`src/rtl/modulo_datapath_contador_if.sv`:
```
// Handshake/bus bundle between the control FSM and the counting datapath.
interface modulo_datapath_contador_if;
    localparam int unsigned DW = 8;

    logic          wr_en;
    logic [DW-1:0] wr_data;
    logic          Enable_C;
    logic          Load_C;
    logic          Clear_Reg;
    logic          Load_Reg;
    logic          EmptyBuffer;
    logic [DW-1:0] count;
    logic          done;
    logic          full;
    logic          ovf;

    modport master (
        output wr_en, wr_data, Enable_C, Load_C, Clear_Reg,
        input  Load_Reg, EmptyBuffer, count, done, full, ovf
    );

    modport slave (
        input  wr_en, wr_data, Enable_C, Load_C, Clear_Reg,
        output Load_Reg, EmptyBuffer, count, done, full, ovf
    );
endinterface

```
`src/rtl/modulo_datapath_contador.sv`:
```
// Counting datapath: 4-deep input FIFO feeding a holding register that loads
// a down-counter; done pulses when a decrement lands on zero.
module modulo_datapath_contador (
    input  logic                        clk,
    input  logic                        rst,
    modulo_datapath_contador_if.slave   bus
);
    localparam int unsigned DW    = 8;
    localparam int unsigned DEPTH = 4;
    localparam int unsigned PW    = 2;
    localparam int unsigned OW    = 3;

    logic [DW-1:0] mem_q [DEPTH];
    logic [DW-1:0] mem_d [DEPTH];
    logic [PW-1:0] wr_ptr_q, wr_ptr_d;
    logic [PW-1:0] rd_ptr_q, rd_ptr_d;
    logic [OW-1:0] occ_q, occ_d;
    logic [DW-1:0] reg_q, reg_d;
    logic          load_reg_q, load_reg_d;
    logic [DW-1:0] count_q, count_d;
    logic          done_q, done_d;
    logic          ovf_q, ovf_d;
    logic          push, pop;

    // FIFO, holding register and counter next-state
    always_comb begin
        mem_d      = mem_q;
        wr_ptr_d   = wr_ptr_q;
        rd_ptr_d   = rd_ptr_q;
        occ_d      = occ_q;
        reg_d      = reg_q;
        load_reg_d = load_reg_q;
        count_d    = count_q;
        done_d     = 1'b0;
        ovf_d      = ovf_q;

        // A release edge never pops; the refill happens one edge later.
        pop  = !load_reg_q && (occ_q != OW'(0)) && !bus.Clear_Reg;
        push = bus.wr_en && ((occ_q != OW'(DEPTH)) || pop);

        if (push) begin
            mem_d[wr_ptr_q] = bus.wr_data;
            wr_ptr_d        = wr_ptr_q + PW'(1);
        end
        if (pop) begin
            reg_d      = mem_q[rd_ptr_q];
            load_reg_d = 1'b1;
            rd_ptr_d   = rd_ptr_q + PW'(1);
        end
        if (bus.Clear_Reg) begin
            reg_d      = '0;
            load_reg_d = 1'b0;
        end

        case ({push, pop})
            2'b10:   occ_d = occ_q + OW'(1);
            2'b01:   occ_d = occ_q - OW'(1);
            default: occ_d = occ_q;
        endcase

        if (bus.wr_en && !push) begin
            ovf_d = 1'b1;
        end

        // Load wins over decrement; decrement saturates at zero.
        if (bus.Load_C) begin
            count_d = load_reg_q ? reg_q : '0;
        end else if (bus.Enable_C && (count_q != DW'(0))) begin
            count_d = count_q - DW'(1);
            done_d  = (count_q == DW'(1));
        end
    end

    always_ff @(posedge clk or posedge rst) begin
        if (rst) begin
            for (int i = 0; i < int'(DEPTH); i++) begin
                mem_q[i] <= '0;
            end
            wr_ptr_q   <= '0;
            rd_ptr_q   <= '0;
            occ_q      <= '0;
            reg_q      <= '0;
            load_reg_q <= 1'b0;
            count_q    <= '0;
            done_q     <= 1'b0;
            ovf_q      <= 1'b0;
        end else begin
            mem_q      <= mem_d;
            wr_ptr_q   <= wr_ptr_d;
            rd_ptr_q   <= rd_ptr_d;
            occ_q      <= occ_d;
            reg_q      <= reg_d;
            load_reg_q <= load_reg_d;
            count_q    <= count_d;
            done_q     <= done_d;
            ovf_q      <= ovf_d;
        end
    end

    assign bus.Load_Reg    = load_reg_q;
    assign bus.count       = count_q;
    assign bus.done        = done_q;
    assign bus.ovf         = ovf_q;
    assign bus.EmptyBuffer = (count_q == DW'(0));
    assign bus.full        = (occ_q == OW'(DEPTH));
endmodule

```
`src/flat_wrapper.sv`:
```
// flat-port wrapper written by rule: the top's interface ports become plain ports
module modulo_datapath_contador_flat 
  (clk, rst, bus_wr_en, bus_wr_data, bus_Enable_C, bus_Load_C, bus_Clear_Reg, bus_Load_Reg, bus_EmptyBuffer, bus_count, bus_done, bus_full, bus_ovf);
  modulo_datapath_contador_if bus_i ();
  input  logic clk;
  input  logic rst;
  input wire logic [$bits(bus_i.wr_en)-1:0] bus_wr_en;
  input wire logic [$bits(bus_i.wr_data)-1:0] bus_wr_data;
  input wire logic [$bits(bus_i.Enable_C)-1:0] bus_Enable_C;
  input wire logic [$bits(bus_i.Load_C)-1:0] bus_Load_C;
  input wire logic [$bits(bus_i.Clear_Reg)-1:0] bus_Clear_Reg;
  output wire logic [$bits(bus_i.Load_Reg)-1:0] bus_Load_Reg;
  output wire logic [$bits(bus_i.EmptyBuffer)-1:0] bus_EmptyBuffer;
  output wire logic [$bits(bus_i.count)-1:0] bus_count;
  output wire logic [$bits(bus_i.done)-1:0] bus_done;
  output wire logic [$bits(bus_i.full)-1:0] bus_full;
  output wire logic [$bits(bus_i.ovf)-1:0] bus_ovf;
  assign bus_i.wr_en = bus_wr_en;
  assign bus_i.wr_data = bus_wr_data;
  assign bus_i.Enable_C = bus_Enable_C;
  assign bus_i.Load_C = bus_Load_C;
  assign bus_i.Clear_Reg = bus_Clear_Reg;
  assign bus_Load_Reg = bus_i.Load_Reg;
  assign bus_EmptyBuffer = bus_i.EmptyBuffer;
  assign bus_count = bus_i.count;
  assign bus_done = bus_i.done;
  assign bus_full = bus_i.full;
  assign bus_ovf = bus_i.ovf;
  modulo_datapath_contador u_core (.clk(clk), .rst(rst), .bus(bus_i));
endmodule
```
`config.mk`:
```
export PLATFORM = sky130hd
export DESIGN_NAME = modulo_datapath_contador_flat
export DESIGN_NICKNAME = d
export VERILOG_FILES = /design/src/rtl/modulo_datapath_contador_if.sv /design/src/rtl/modulo_datapath_contador.sv /design/src/flat_wrapper.sv
export SDC_FILE = /design/constraint.sdc
export NUM_CORES = 1
export LEC_CHECK = 0
export BUFFER_PORTS_ARGS = -buffer_cell sky130_fd_sc_hd__clkbuf_2
export CAP_MARGIN = 30
export CORE_UTILIZATION = 52
export DETAILED_ROUTE_END_ITERATION = 12
export GPL_ROUTABILITY_DRIVEN = 0
export GPL_TIMING_DRIVEN = 1
export PLACE_DENSITY = 0.7
export SLEW_MARGIN = 20
export SYNTH_ARGS = -nofsm -noshare
export SYNTH_HDL_FRONTEND = slang
export SYNTH_SLANG_ARGS = --single-unit
```
`constraint.sdc`:
```
create_clock -name clk -period 4.79 [get_ports clk]
set_input_delay 0.479 -clock clk [delete_from_list [all_inputs] [get_ports clk]]
set_output_delay 0.479 -clock clk [all_outputs]
set_load 0.02 [all_outputs]
```
Yosys cells after proc, flatten, opt, wreduce, memory -nomap -nowiden
Cells that the tools add are included.
{"block": "totals", "inputBits": 14, "elab_cells": 59, "register_bits": 58, "output_inout_bits": 13}
{"block": "classes", "n_addsub": 5, "n_bitwise": 2, "muxes": 16, "n_reduce_logical": 16, "magnitude_cmp": 3, "n_eq_ne": 5}
{"op": "two-way mux 8 bit", "n": 8}
{"op": "bitwise mux 32 bit", "n": 1}
{"op": "binary-select mux 8 bit (select 2 bit)", "n": 1}
{"op": "demux 8 bit (select 2 bit)", "n": 1}
{"op": "== test 8 x 1 -> 1 bit, second input constant", "n": 1}
{"op": "zero test 8 bit", "n": 1}
{"op": "nonzero test 8 bit", "n": 1}
{"op": "subtractor 8 x 1 -> 8 bit, second input constant", "n": 1}
{"op": "greater-or-equal comparator 3 bit, second input constant", "n": 2}
{"op": "logical AND 1 bit", "n": 6}
{"op": "inverter 2 -> 3 bit", "n": 2}
{"op": "case mux 3 bit (2 select lines)", "n": 1}
{"op": "nonzero test 2 bit", "n": 3}
{"op": "adder 2 x 1 -> 2 bit, second input constant", "n": 2}
{"op": "two-way mux 1 bit", "n": 4}
{"op": "adder 3 x 1 -> 3 bit, second input constant", "n": 1}
{"op": "== test 3 bit, second input constant", "n": 1}
{"op": "zero test 1 bit", "n": 3}
{"op": "< comparator 3 x 1 -> 1 bit, second input constant", "n": 1}
{"op": "inequality test 3 bit, second input constant", "n": 1}
{"op": "nonzero test 3 bit", "n": 1}
{"op": "subtractor 3 x 1 -> 3 bit, second input constant", "n": 1}
{"op": "== test 2 x 1 -> 1 bit, second input constant", "n": 1}
{"op": "== test 2 bit, second input constant", "n": 1}
{"op": "logical OR 1 bit", "n": 1}

Longest topological paths before layout
Gate-level depths: netlist of run 1.
{"block": "logic_depth", "ltp_word": 7, "depth_mapped": 9, "ltp_nobuf": 8}

Worst setup path after synthesis of run 1
OpenSTA, ideal clock, no wires.
{"block": "synth_path", "kind": "reg2reg", "from": "register u_core.occ_q[1]", "to": "register u_core.occ_q[2]", "synth_period_minus_slack_ns": 2.304, "setup_ns": 0.079, "path_slack_ns": 2.486, "t_required_ns": 4.711, "path_stages_with_launch": 9, "arrival_ns": 2.225, "n_path_buf": 0, "cell_sequence": "dfrtp_1 -> nor3b_4 -> a21bo_2 -> ha_1 -> inv_1 -> fa_1 -> xor2_1 -> nor2_1 -> xor2_1"}
{"block": "synth_between", "elab_chain_cells": 7, "elab_cells_between_ends": 12, "cone_classes": "add/sub (2); eq/ne (3); mux (1); reduce/logical (6)"}
{"element": "start, declared", "line": "modulo_datapath_contador.sv:17", "text": "logic [OW-1:0] occ_q, occ_d;"}
{"element": "start signal, assigned", "line": "modulo_datapath_contador.sv:81", "text": "occ_q <= '0;"}
{"element": "start signal, assigned", "line": "modulo_datapath_contador.sv:91", "text": "occ_q <= occ_d;"}
{"element": "nonzero test 3 bit", "line": "modulo_datapath_contador.sv:38", "text": "pop = !load_reg_q && (occ_q != OW'(0)) && !bus.Clear_Reg;"}
{"element": "logical AND 1 bit (2 in a row)", "line": "modulo_datapath_contador.sv:38"}
{"element": "logical OR 1 bit", "line": "modulo_datapath_contador.sv:39", "text": "push = bus.wr_en && ((occ_q != OW'(DEPTH)) || pop);"}
{"element": "logical AND 1 bit", "line": "modulo_datapath_contador.sv:39"}
{"element": "== test 2 x 1 -> 1 bit / == test 2 bit (equally long branches)", "line": "modulo_datapath_contador.sv:55", "text": "case ({push, pop})"}
{"element": "case mux 3 bit (2 select lines) / nonzero test 2 bit (equally long branches)"}
Several ways; a longest one is shown, not always the timed one.
A chain may end at the register's enable or synchronous reset.

Worst setup path in the final report of run 1
{"block": "layout_path", "from": "register u_core.count_q[0] (netlist: u_core.bus.count[0])", "to": "output bus_EmptyBuffer"}
{"block": "layout_between", "elab_chain_cells": 1}
{"element": "start, declared", "line": "modulo_datapath_contador.sv:20", "text": "logic [DW-1:0] count_q, count_d;"}
{"element": "start signal, assigned", "line": "modulo_datapath_contador.sv:94", "text": "count_q <= count_d;"}
{"element": "zero test 8 bit", "line": "modulo_datapath_contador.sv:104", "text": "assign bus.EmptyBuffer = (count_q == DW'(0));"}
{"element": "end, declared", "line": "flat_wrapper.sv:13", "text": "output wire logic [$bits(bus_i.EmptyBuffer)-1:0] bus_EmptyBuffer;"}
Every way passes these cells.

==> metrics.txt, run 1 <==
syn_area_per_cell=12.9 sq um; CTS root buffer=clkbuf_8; cts repair resizes=0; Max Fanout on Critical Path=8; maximum vdd drop=0.324 mV; Period Utilization, post-route=0.513; Yosys warnings=0; GRT Residual Overflow=0; Main synth FF type=dfrtp_1; Fmax achieved=0.407 GHz; vias in the first global route=1801; Die X=75.8 um; final net count=272; crit path DAT=1.98 ns; Gate Count Post-Synth=219; setup ws final=2.33 ns; DIE AREA=5750 sq um; post-route ant nets=0; row count=26; largest net degree at the start of global routing=59; ys async rst share=1.00; synth-to-layout area growth=12.7%; largest area contributor in the netlist=dfrtp_1; Max H-tree Level=3; Least-Margin Pin Slew=1.00 ns; Leak Pwr=1.40 nW; Via-to-Cell Ratio=5.58; synthesis-stage register bit count=58; initial core utilization=0.548; post-route setup TNS=0 ns; Core Region=5170 sq um; min Tclk post-route=2.46 ns; EDFF count, synth=0; PwrDens=667 nW/um^2; top post-synthesis cells by area=dfrtp_1, mux2_2, mux4_2; max cap viols=0; First-pass DRT Iterations=4; fin util=0.618; top cell type's share of synthesized area=0.512; DP Worst Slack=2.21 ns; Required @ worst endpoint=4.31 ns; clock skew=0.00899 ns; Max Slew Vio Count=0; DPL Wire Length=3560 um; Netlist cell types=44; crit start category=flip-flop; fillers=404; Synth Cell Area=2830 sq um; total clock sinks=58; hold_buf cts=0; DRC violations left=0; Crit. End Element=output pin; DRT iter0 DRCs=98; sequential element share of the synthesized area=0.512; Worst-path clk slew=0.07 ns; Final Setup Violations=0; IO Pins=27; Die Ht=75.8 um; status=completed; via count=1803; CTS max path bufs=2; gr usage total=0.219; Skew-Pair Late Insertion Delay=0.34 ns; Port Buffers=26; initial antenna violation count=0; Fin. Hold Viols=0; routed length per placed instance=16.5 um; WL final=5340 um; CTS Buf Count=9; Hold WC Path Type=in2async; Slew HR=0.326; diode count=0; RSZ-0062 raised after global routing=no; buffers inserted during post-CTS setup optimization=0; first-pass GRT wire length=8760 um; WS Path Type=reg2out; syn nets=242; TritonCTS clock tree=built; layout cells sized above 1=0.364
layout by cell type (no fill, tap or decap), types with 2 or more instances in the layout:
cell type and instances:
mux4_2 8, inv_1 11, nand2_1 14, mux2_2 33
a22o_1 8, xor2_1 3, nand4_1 3, and2_1 3
clkbuf_2 26, a21oi_1 4, nor2_1 8, o21ai_0 2
nand3_1 5, clkbuf_8 11, nor4_1 2, o311ai_0 2
nor3b_1 4, ha_1 8, a21oi_4 4, o211ai_1 3
nor2b_1 3, o2111ai_1 2, dfrtp_1 58, clkinv_2 3
xnor2_1 3, a22oi_1 2
critical path, cell delays in order (launching register included):
cell and delay, ns:
dfrtp_1 0.46, inv_1 0.14, ha_1 0.18, or3b_2 0.55, nor2_1 0.14, clkbuf_2 0.18
flip-flops by register name, indices dropped and copies added, names as in the netlist:
name                 count
u_core.bus.ovf           1
u_core.mem_q            32
u_core.wr_ptr_q          2
u_core.reg_q             8
u_core.bus.done          1
u_core.bus.Load_Reg      1
u_core.rd_ptr_q          2
u_core.bus.count         8
u_core.occ_q             3
cell type report:
class	count	area, sq um	area share
Timing Repair Buffer	27	138	0.0431
Sequential cell	58	1450	0.454
Clock inverter	3	15.0	0.00470
Clock buffer	12	155	0.0486
Tap cell	70	87.6	0.0274
Multi-Input combinational cell	141	1300	0.408
Inverter	12	45.0	0.0141
Yosys cell counts (3+ instances only):
cell and count:
a21oi_4 4, xnor2_1 3, and2_1 3, xor2_1 3, nor2b_1 3, mux4_2 8
mux2_2 33, nor3b_1 4, o211ai_1 3, a21oi_1 4, ha_1 8, nand4_1 3
dfrtp_1 58, nand3_1 5, clkbuf_1 3, a22o_1 8, inv_1 12, nand2_1 14
buf_2 3, nor2_1 8
where the power goes:
group	internal, mW	switching (mW)	total (mW)
sequential	0.723	0.203	0.926
clock	0.210	0.185	0.395
combinational	0.433	0.375	0.808
stage by stage:
stage | total power, mW | std cells | cell area (sq um) | hold WS (ns)
4_1_cts | 2.15 | 323 | 3190 | 0.332
2_1_floorplan | 1.54 | 219 | 2830 | 0.449
3_3_place_gp | 1.72 | 308 | 3020 | 0.475
3_5_place_dp | 1.75 | 308 | 3020 | 0.485
6_report | 2.13 | 323 | 3190 | 0.318
5_1_grt | 2.29 | 323 | 3190 | 0.348
layer usage:
layer | part of all wire | up-vias | global-route usage | wire length [um]
met5 | 0 | - | 0 | 0
met4 | 0.019 | 0 | 0.117 | 101
met3 | 0.033 | 9 | 0.0516 | 178
met2 | 0.48 | 36 | 0.353 | 2560
met1 | 0.47 | 902 | 0.276 | 2500
li1 | - | 856 | - | -
kinds of logic (layout without fill, tap and decap cells):
family                   Yosys count  after routing  synth area share
AO/OA/AOI/OAI                     33             33             0.101
XOR/XNOR                           6              6            0.0185
adder cells (fa/ha/maj)            9              9            0.0424
buffers and inverters             20             54            0.0283
flip-flops                        58             58             0.512
multiplexers                      41             41             0.195
AND/OR/NAND/NOR                   52             52             0.103
final timing paths:
path                                                 start                              end  slack, ns  cells after the start
setup / recovery           u_core.bus.count[0]$_DFFE_PP0P_                  bus_EmptyBuffer       2.33                      5
hold / removal                                         rst  u_core.bus.count[3]$_DFFE_PP0P_       0.32                      3
setup reg to reg           u_core.bus.Load_Reg$_DFFE_PP0P_      u_core.occ_q[2]$_DFFE_PP0P_       2.35                      8
hold reg to reg                 u_core.bus.ovf$_DFFE_PP0P_       u_core.bus.ovf$_DFFE_PP0P_       0.49                      1
max in group asynchronous                              rst       u_core.bus.ovf$_DFFE_PP0P_       4.00                      3
min in group clk                             bus_Clear_Reg  u_core.bus.Load_Reg$_DFFE_PP0P_       0.34                      2
Power figures use the tool's default switching activity.
==> run 2, diff against run 1 <==
- ABC_AREA: not set -> 1
- PLACE_DENSITY: 0.7 -> 0.73
- clock period: 4.79 -> 2.1 ns (I/O delays scaled with it)
==> metrics.txt, run 2 <==
largest net degree at the start of global routing=59; fillers=488; slowest stage delay, CP=0.42 ns; initial core utilization=0.555; cts repair resizes=0; DRC violations left=0; most common cell after layout, fill and taps aside=nand2_1; crit path DAT=2.14 ns; EDFF count, synth=0; max FFs per register=32; CTS max path bufs=2; GRT Residual Overflow=0; IO Pins=27; Fmax achieved=0.521 GHz; synthesis-stage register bit count=58; layout cells sized above 1=0.186; Worst-path clk slew=0.06 ns; RSZ-0062 raised after global routing=no; Cell Chain, Critical Path=nor2_2 > o211ai_2 > nand2_4 > ha_1 > inv_1 > fa_1 > a21oi_1 > o21ai_0 > xor2_1; Worst R2R Start=u_core.occ_q[1]$_DFFE_PP0P_; total clock sinks=58; post-route ant nets=0; CTS Buf Count=9; min Tclk post-route=1.92 ns; diode count=0; WS Path Type=reg2reg; Gate Count Post-Synth=337; top cell type's share of synthesized area=0.499; via count=2285; clock skew=0.00405 ns; Required @ worst endpoint=2.32 ns; crit start category=flip-flop; initial antenna violation count=0; Die Ht=76.8 um; Main synth FF type=dfrtp_1; Port Buffers=26; hold_buf cts=0; row count=26; Final Setup Violations=0; Fin. Hold Viols=0; gr usage total=0.223; post-route setup TNS=0 ns; top post-synthesis cells by area=dfrtp_1, nand2_1, nand3_1; Max Fanout on Critical Path=4; Core Region=5240 sq um; DRT iter0 DRCs=118; largest area contributor in the netlist=dfrtp_1; synth-to-layout area growth=12.0%; Crit. End Element=flip-flop; final net count=390; Via-to-Cell Ratio=5.18; Die X=76.8 um; vias in the first global route=2218; PwrDens=1510 nW/um^2; buffers inserted during post-CTS setup optimization=0; Synth top cells by count=nand2_1, dfrtp_1, inv_1; top-count cell post-synth=nand2_1; routed length per placed instance=13.0 um; CTS root buffer=clkbuf_8; Worst R2R Path Depth=9; Least-Margin Pin Slew=0.718 ns; ys async rst share=1.00; R2R Path End=u_core.occ_q[2]$_DFFE_PP0P_; commonest non-fill, non-tap cells in the layout=nand2_1, dfrtp_1, inv_1, nand3_1, clkbuf_2; Hold WC Path Type=in2async; status=completed; Period Utilization, post-route=0.914; max cap viols=0; First-pass DRT Iterations=4; sequential element share of the synthesized area=0.499; TritonCTS clock tree=built; WL final=5720 um; Max Slew Vio Count=0; syn_area_per_cell=8.62 sq um; maximum vdd drop=0.650 mV; Netlist cell types=29; DPL Wire Length=3860 um; Skew-Pair Late Insertion Delay=0.34 ns; largest reg by FF count=u_core.mem_q; Slew HR=0.522; Max H-tree Level=3; syn nets=360; Synth Cell Area=2910 sq um; Yosys warnings=0; DIE AREA=5890 sq um; post-layout instance count excluding filler cells=441; FF-to-FF setup slack=0.18 ns; Leak Pwr=1.67 nW; placed instance count=426; Crit-path slowest cell=dfrtp_1; first-pass GRT wire length=10100 um
## run 2: cell count changes after synthesis, sizes merged, moves of 5 or more
cell   before  now
nor2        8   15
mux2       33    0
a21oi       9    1
nor3b       5    0
mux4        8    0
o21ai       2   55
nand2      14  100
buf         4   10
a22o        8    0
nand3       5   33
o22ai       0    5
inv        12   40
## run 2: report_power, final
| part | switching (mW) | internal, mW |
|---|---|---|
| sequential | 0.332 | 1.61 |
| clock | 0.409 | 0.546 |
| combinational | 1.30 | 0.733 |
## run 2: layer usage
layer	part of all wire	routed length, um	vias to the layer above	GRT usage
met3	0.040	231	11	0.0560
met4	0.022	125	0	0.123
met2	0.48	2720	46	0.343
met5	0	0	-	0
met1	0.46	2640	1083	0.288
li1	-	-	1145	-
## run 2: worst max-delay path by stage
stage / slack, ns / startpoint / to
2_1_floorplan: 0.14 / u_core.bus.Load_Reg$_DFFE_PP0P_ / u_core.occ_q[2]$_DFFE_PP0P_
3_3_place_gp: 0.23 / u_core.occ_q[1]$_DFFE_PP0P_ / u_core.occ_q[2]$_DFFE_PP0P_
3_5_place_dp: 0.18 / u_core.occ_q[1]$_DFFE_PP0P_ / u_core.occ_q[2]$_DFFE_PP0P_
4_1_cts: 0.17 / u_core.occ_q[1]$_DFFE_PP0P_ / u_core.occ_q[2]$_DFFE_PP0P_
5_1_grt: 0.03 / u_core.occ_q[0]$_DFFE_PP0P_ / u_core.occ_q[2]$_DFFE_PP0P_
6_report: 0.18 / u_core.occ_q[1]$_DFFE_PP0P_ / u_core.occ_q[2]$_DFFE_PP0P_
## run 2: critical path: cells and delay by family, from the launching register on
| family | cells | cell delay (ns) |
|---|---|---|
| and+or+nand+nor | 2 | 0.28 |
| AOI/OAI and AO/OA | 3 | 0.38 |
| xor gates and xnor gates | 1 | 0.15 |
| buffers and inverters | 1 | 0.06 |
| adders and majority gates | 2 | 0.52 |
| DFF | 1 | 0.42 |
## run 2: area by class of cell
| class | count | area, sq um | share of cell area |
|---|---|---|---|
| Clock inverter | 2 | 10.0 | 0.00307 |
| Multi-Input combinational cell | 227 | 1210 | 0.370 |
| Timing Repair Buffer | 30 | 160 | 0.0492 |
| Tap cell | 70 | 87.6 | 0.0269 |
| Inverter | 41 | 161 | 0.0496 |
| Sequential cell | 58 | 1450 | 0.446 |
| Clock buffer | 13 | 179 | 0.0550 |
## run 2: cells by family after synthesis
logic type / synth area share
buffers and inverters: 0.0857
adders and majority gates: 0.0413
xor gates and xnor gates: 0.0151
DFF: 0.499
AOI/OAI and AO/OA: 0.132
and+or+nand+nor: 0.226
## run 2: metrics by stage
step                      area [sq um]  setup WS, ns  utilization  hold WS [ns]  power (mW)
after floorplan                   2910         0.138            -         0.346        3.52
after global placement            3070         0.231        0.586         0.440        3.92
after detailed placement          3070         0.182        0.586         0.441        3.99
after CTS                         3260         0.173        0.622        0.0724        4.97
after global routing              3260        0.0304        0.622         0.121        5.37
final                             3260         0.181        0.622        0.0486        4.93
==> run 3, diff against run 2 <==
==> constraint.sdc (replaced) <==
create_clock -name clk -period 2.1 [get_ports clk]
set_input_delay 0.42 -clock clk [delete_from_list [all_inputs] [get_ports clk]]
set_output_delay 0.42 -clock clk [all_outputs]
set_load 0.02 [all_outputs]
==> metrics.txt, run 3 (synthesis gave the netlist of run 2 again) <==
Max Fanout on Critical Path=5; Max H-tree Level=3; crit start category=flip-flop; Crit-path slowest cell=dfrtp_1; via count=2298; WS Path Type=reg2out; CTS Buf Count=9; WL final=5790 um; register area=1450 sq um; Multi-input gate area=1210 sq um; DRT iter0 DRCs=112; Port Buffers=26; Via-to-Cell Ratio=5.16; initial core utilization=0.555; Worst-path clk slew=0.06 ns; maximum vdd drop=0.749 mV; diode count=0; first-pass GRT wire length=9950 um; DRC violations left=0; status=completed; post-route setup TNS=0 ns; Worst R2R Path Depth=10; Skew-Pair Late Insertion Delay=0.33 ns; most common cell after layout, fill and taps aside=nand2_1; routed length per placed instance=13.0 um; min Tclk post-route=1.91 ns; DPL Wire Length=3960 um; layout cells sized above 1=0.195; Leak Pwr=1.70 nW; Fmax achieved=0.523 GHz; largest reg by FF count=u_core.mem_q; Critical Path Start=u_core.bus.count[0]$_DFFE_PP0P_; max cap viols=0; Hold WC Path Type=in2async; CTS root buffer=clkbuf_8; Required @ worst endpoint=1.68 ns; cell family with most CP delay=flip-flops; Max Slew Vio Count=0; Core Region=5240 sq um; largest net degree at the start of global routing=29; Worst R2R Start=u_core.occ_q[1]$_DFFE_PP0P_; slowest stage delay, CP=0.43 ns; Period Utilization, post-route=0.910; Die X=76.8 um; row count=26; clock skew=0.00678 ns; final net count=394; CTS max path bufs=2; CP Buf/Inv Count=2; total power=4.97 mW; fin area=3300 sq um; Least-Margin Pin Slew=0.485 ns; initial antenna violation count=0; synth-to-layout area growth=13.5%; GRT Residual Overflow=0; Slew HR=0.676; crit path DAT=1.49 ns; vias in the first global route=2190; fillers=479; TritonCTS clock tree=built; PwrDens=1510 nW/um^2; fin util=0.630; Die Ht=76.8 um; First-pass DRT Iterations=4; IO Pins=27; RSZ-0062 raised after global routing=no; DIE AREA=5890 sq um; cts repair resizes=0; total clock sinks=58; R2R Path End=u_core.occ_q[2]$_DFFE_PP0P_; buffers inserted during post-CTS setup optimization=0; hold_buf cts=0; Cell Chain, Critical Path=inv_1 > ha_1 > nand2_1 > nor2_1 > clkbuf_2; Fin. Hold Viols=0; max FFs per register=32; post-route ant nets=0; commonest non-fill, non-tap cells in the layout=nand2_1, dfrtp_1, inv_1, nand3_1, clkbuf_2; dpl cell area=3090 sq um; gr usage total=0.218; Crit. End Element=output pin; FF-to-FF setup slack=0.20 ns; Final Setup Violations=0
-- run 3: cell count changes in the layout (fill, tap and decap cells not counted) --
| cell | change |
|---|---|
| buf_12 | +1 |
| buf_4 | +3 |
-- run 3: metal layers --
| metal | share of wire | up-vias | global-route usage |
|---|---|---|---|
| met4 | 0.020 | 0 | 0.112 |
| met3 | 0.031 | 12 | 0.0357 |
| met5 | 0 | - | 0 |
| li1 | - | 1148 | - |
| met1 | 0.48 | 1089 | 0.283 |
| met2 | 0.47 | 49 | 0.351 |
-- run 3: metrics by stage --
step                      cells  hold slack [ns]  setup WS (ns)
after detailed placement    427            0.460          0.188
after CTS                   442            0.102          0.169
final                       445           0.0913          0.188
after global routing        445            0.131        0.00669
after global placement      427            0.465          0.228
after floorplan             337            0.455          0.138
-- run 3: worst max path at each step --
stage                                        endpoint  slack (ns)  cells past startpoint
after floorplan           u_core.occ_q[2]$_DFFE_PP0P_        0.14                     10
after global placement    u_core.occ_q[2]$_DFFE_PP0P_        0.23                      9
after detailed placement  u_core.occ_q[2]$_DFFE_PP0P_        0.19                      9
after CTS                 u_core.occ_q[2]$_DFFE_PP0P_        0.17                      9
after global routing      u_core.occ_q[2]$_DFFE_PP0P_       0.007                     10
final                                 bus_EmptyBuffer        0.19                      5
-- run 3: final cells by class --
type                       instances  area share
sequential                        58       0.440
clock buffer                      13      0.0542
clock inverter                     2     0.00303
timing repair buffer              34      0.0615
tap                               70      0.0266
inverter                          41      0.0489
multi-input combinational        227       0.366
-- run 3: worst register-to-register path: cells and delay by family, from the launching register on --
family / cells / cell delay [ns]
buffers and inverters: 1 / 0.07
xor gates and xnor gates: 1 / 0.15
DFF: 1 / 0.40
and+or+nand+nor: 4 / 0.36
adders and majority gates: 2 / 0.53
AOI/OAI and AO/OA: 2 / 0.26
-- run 3: report_power, final --
group / total [mW] / internal, mW / switching [mW] / leakage (nW)
Sequential: 1.93 / 1.61 / 0.320 / 0.732
Clock: 0.961 / 0.546 / 0.415 / 0.101
Combinational: 2.08 / 0.763 / 1.32 / 0.863
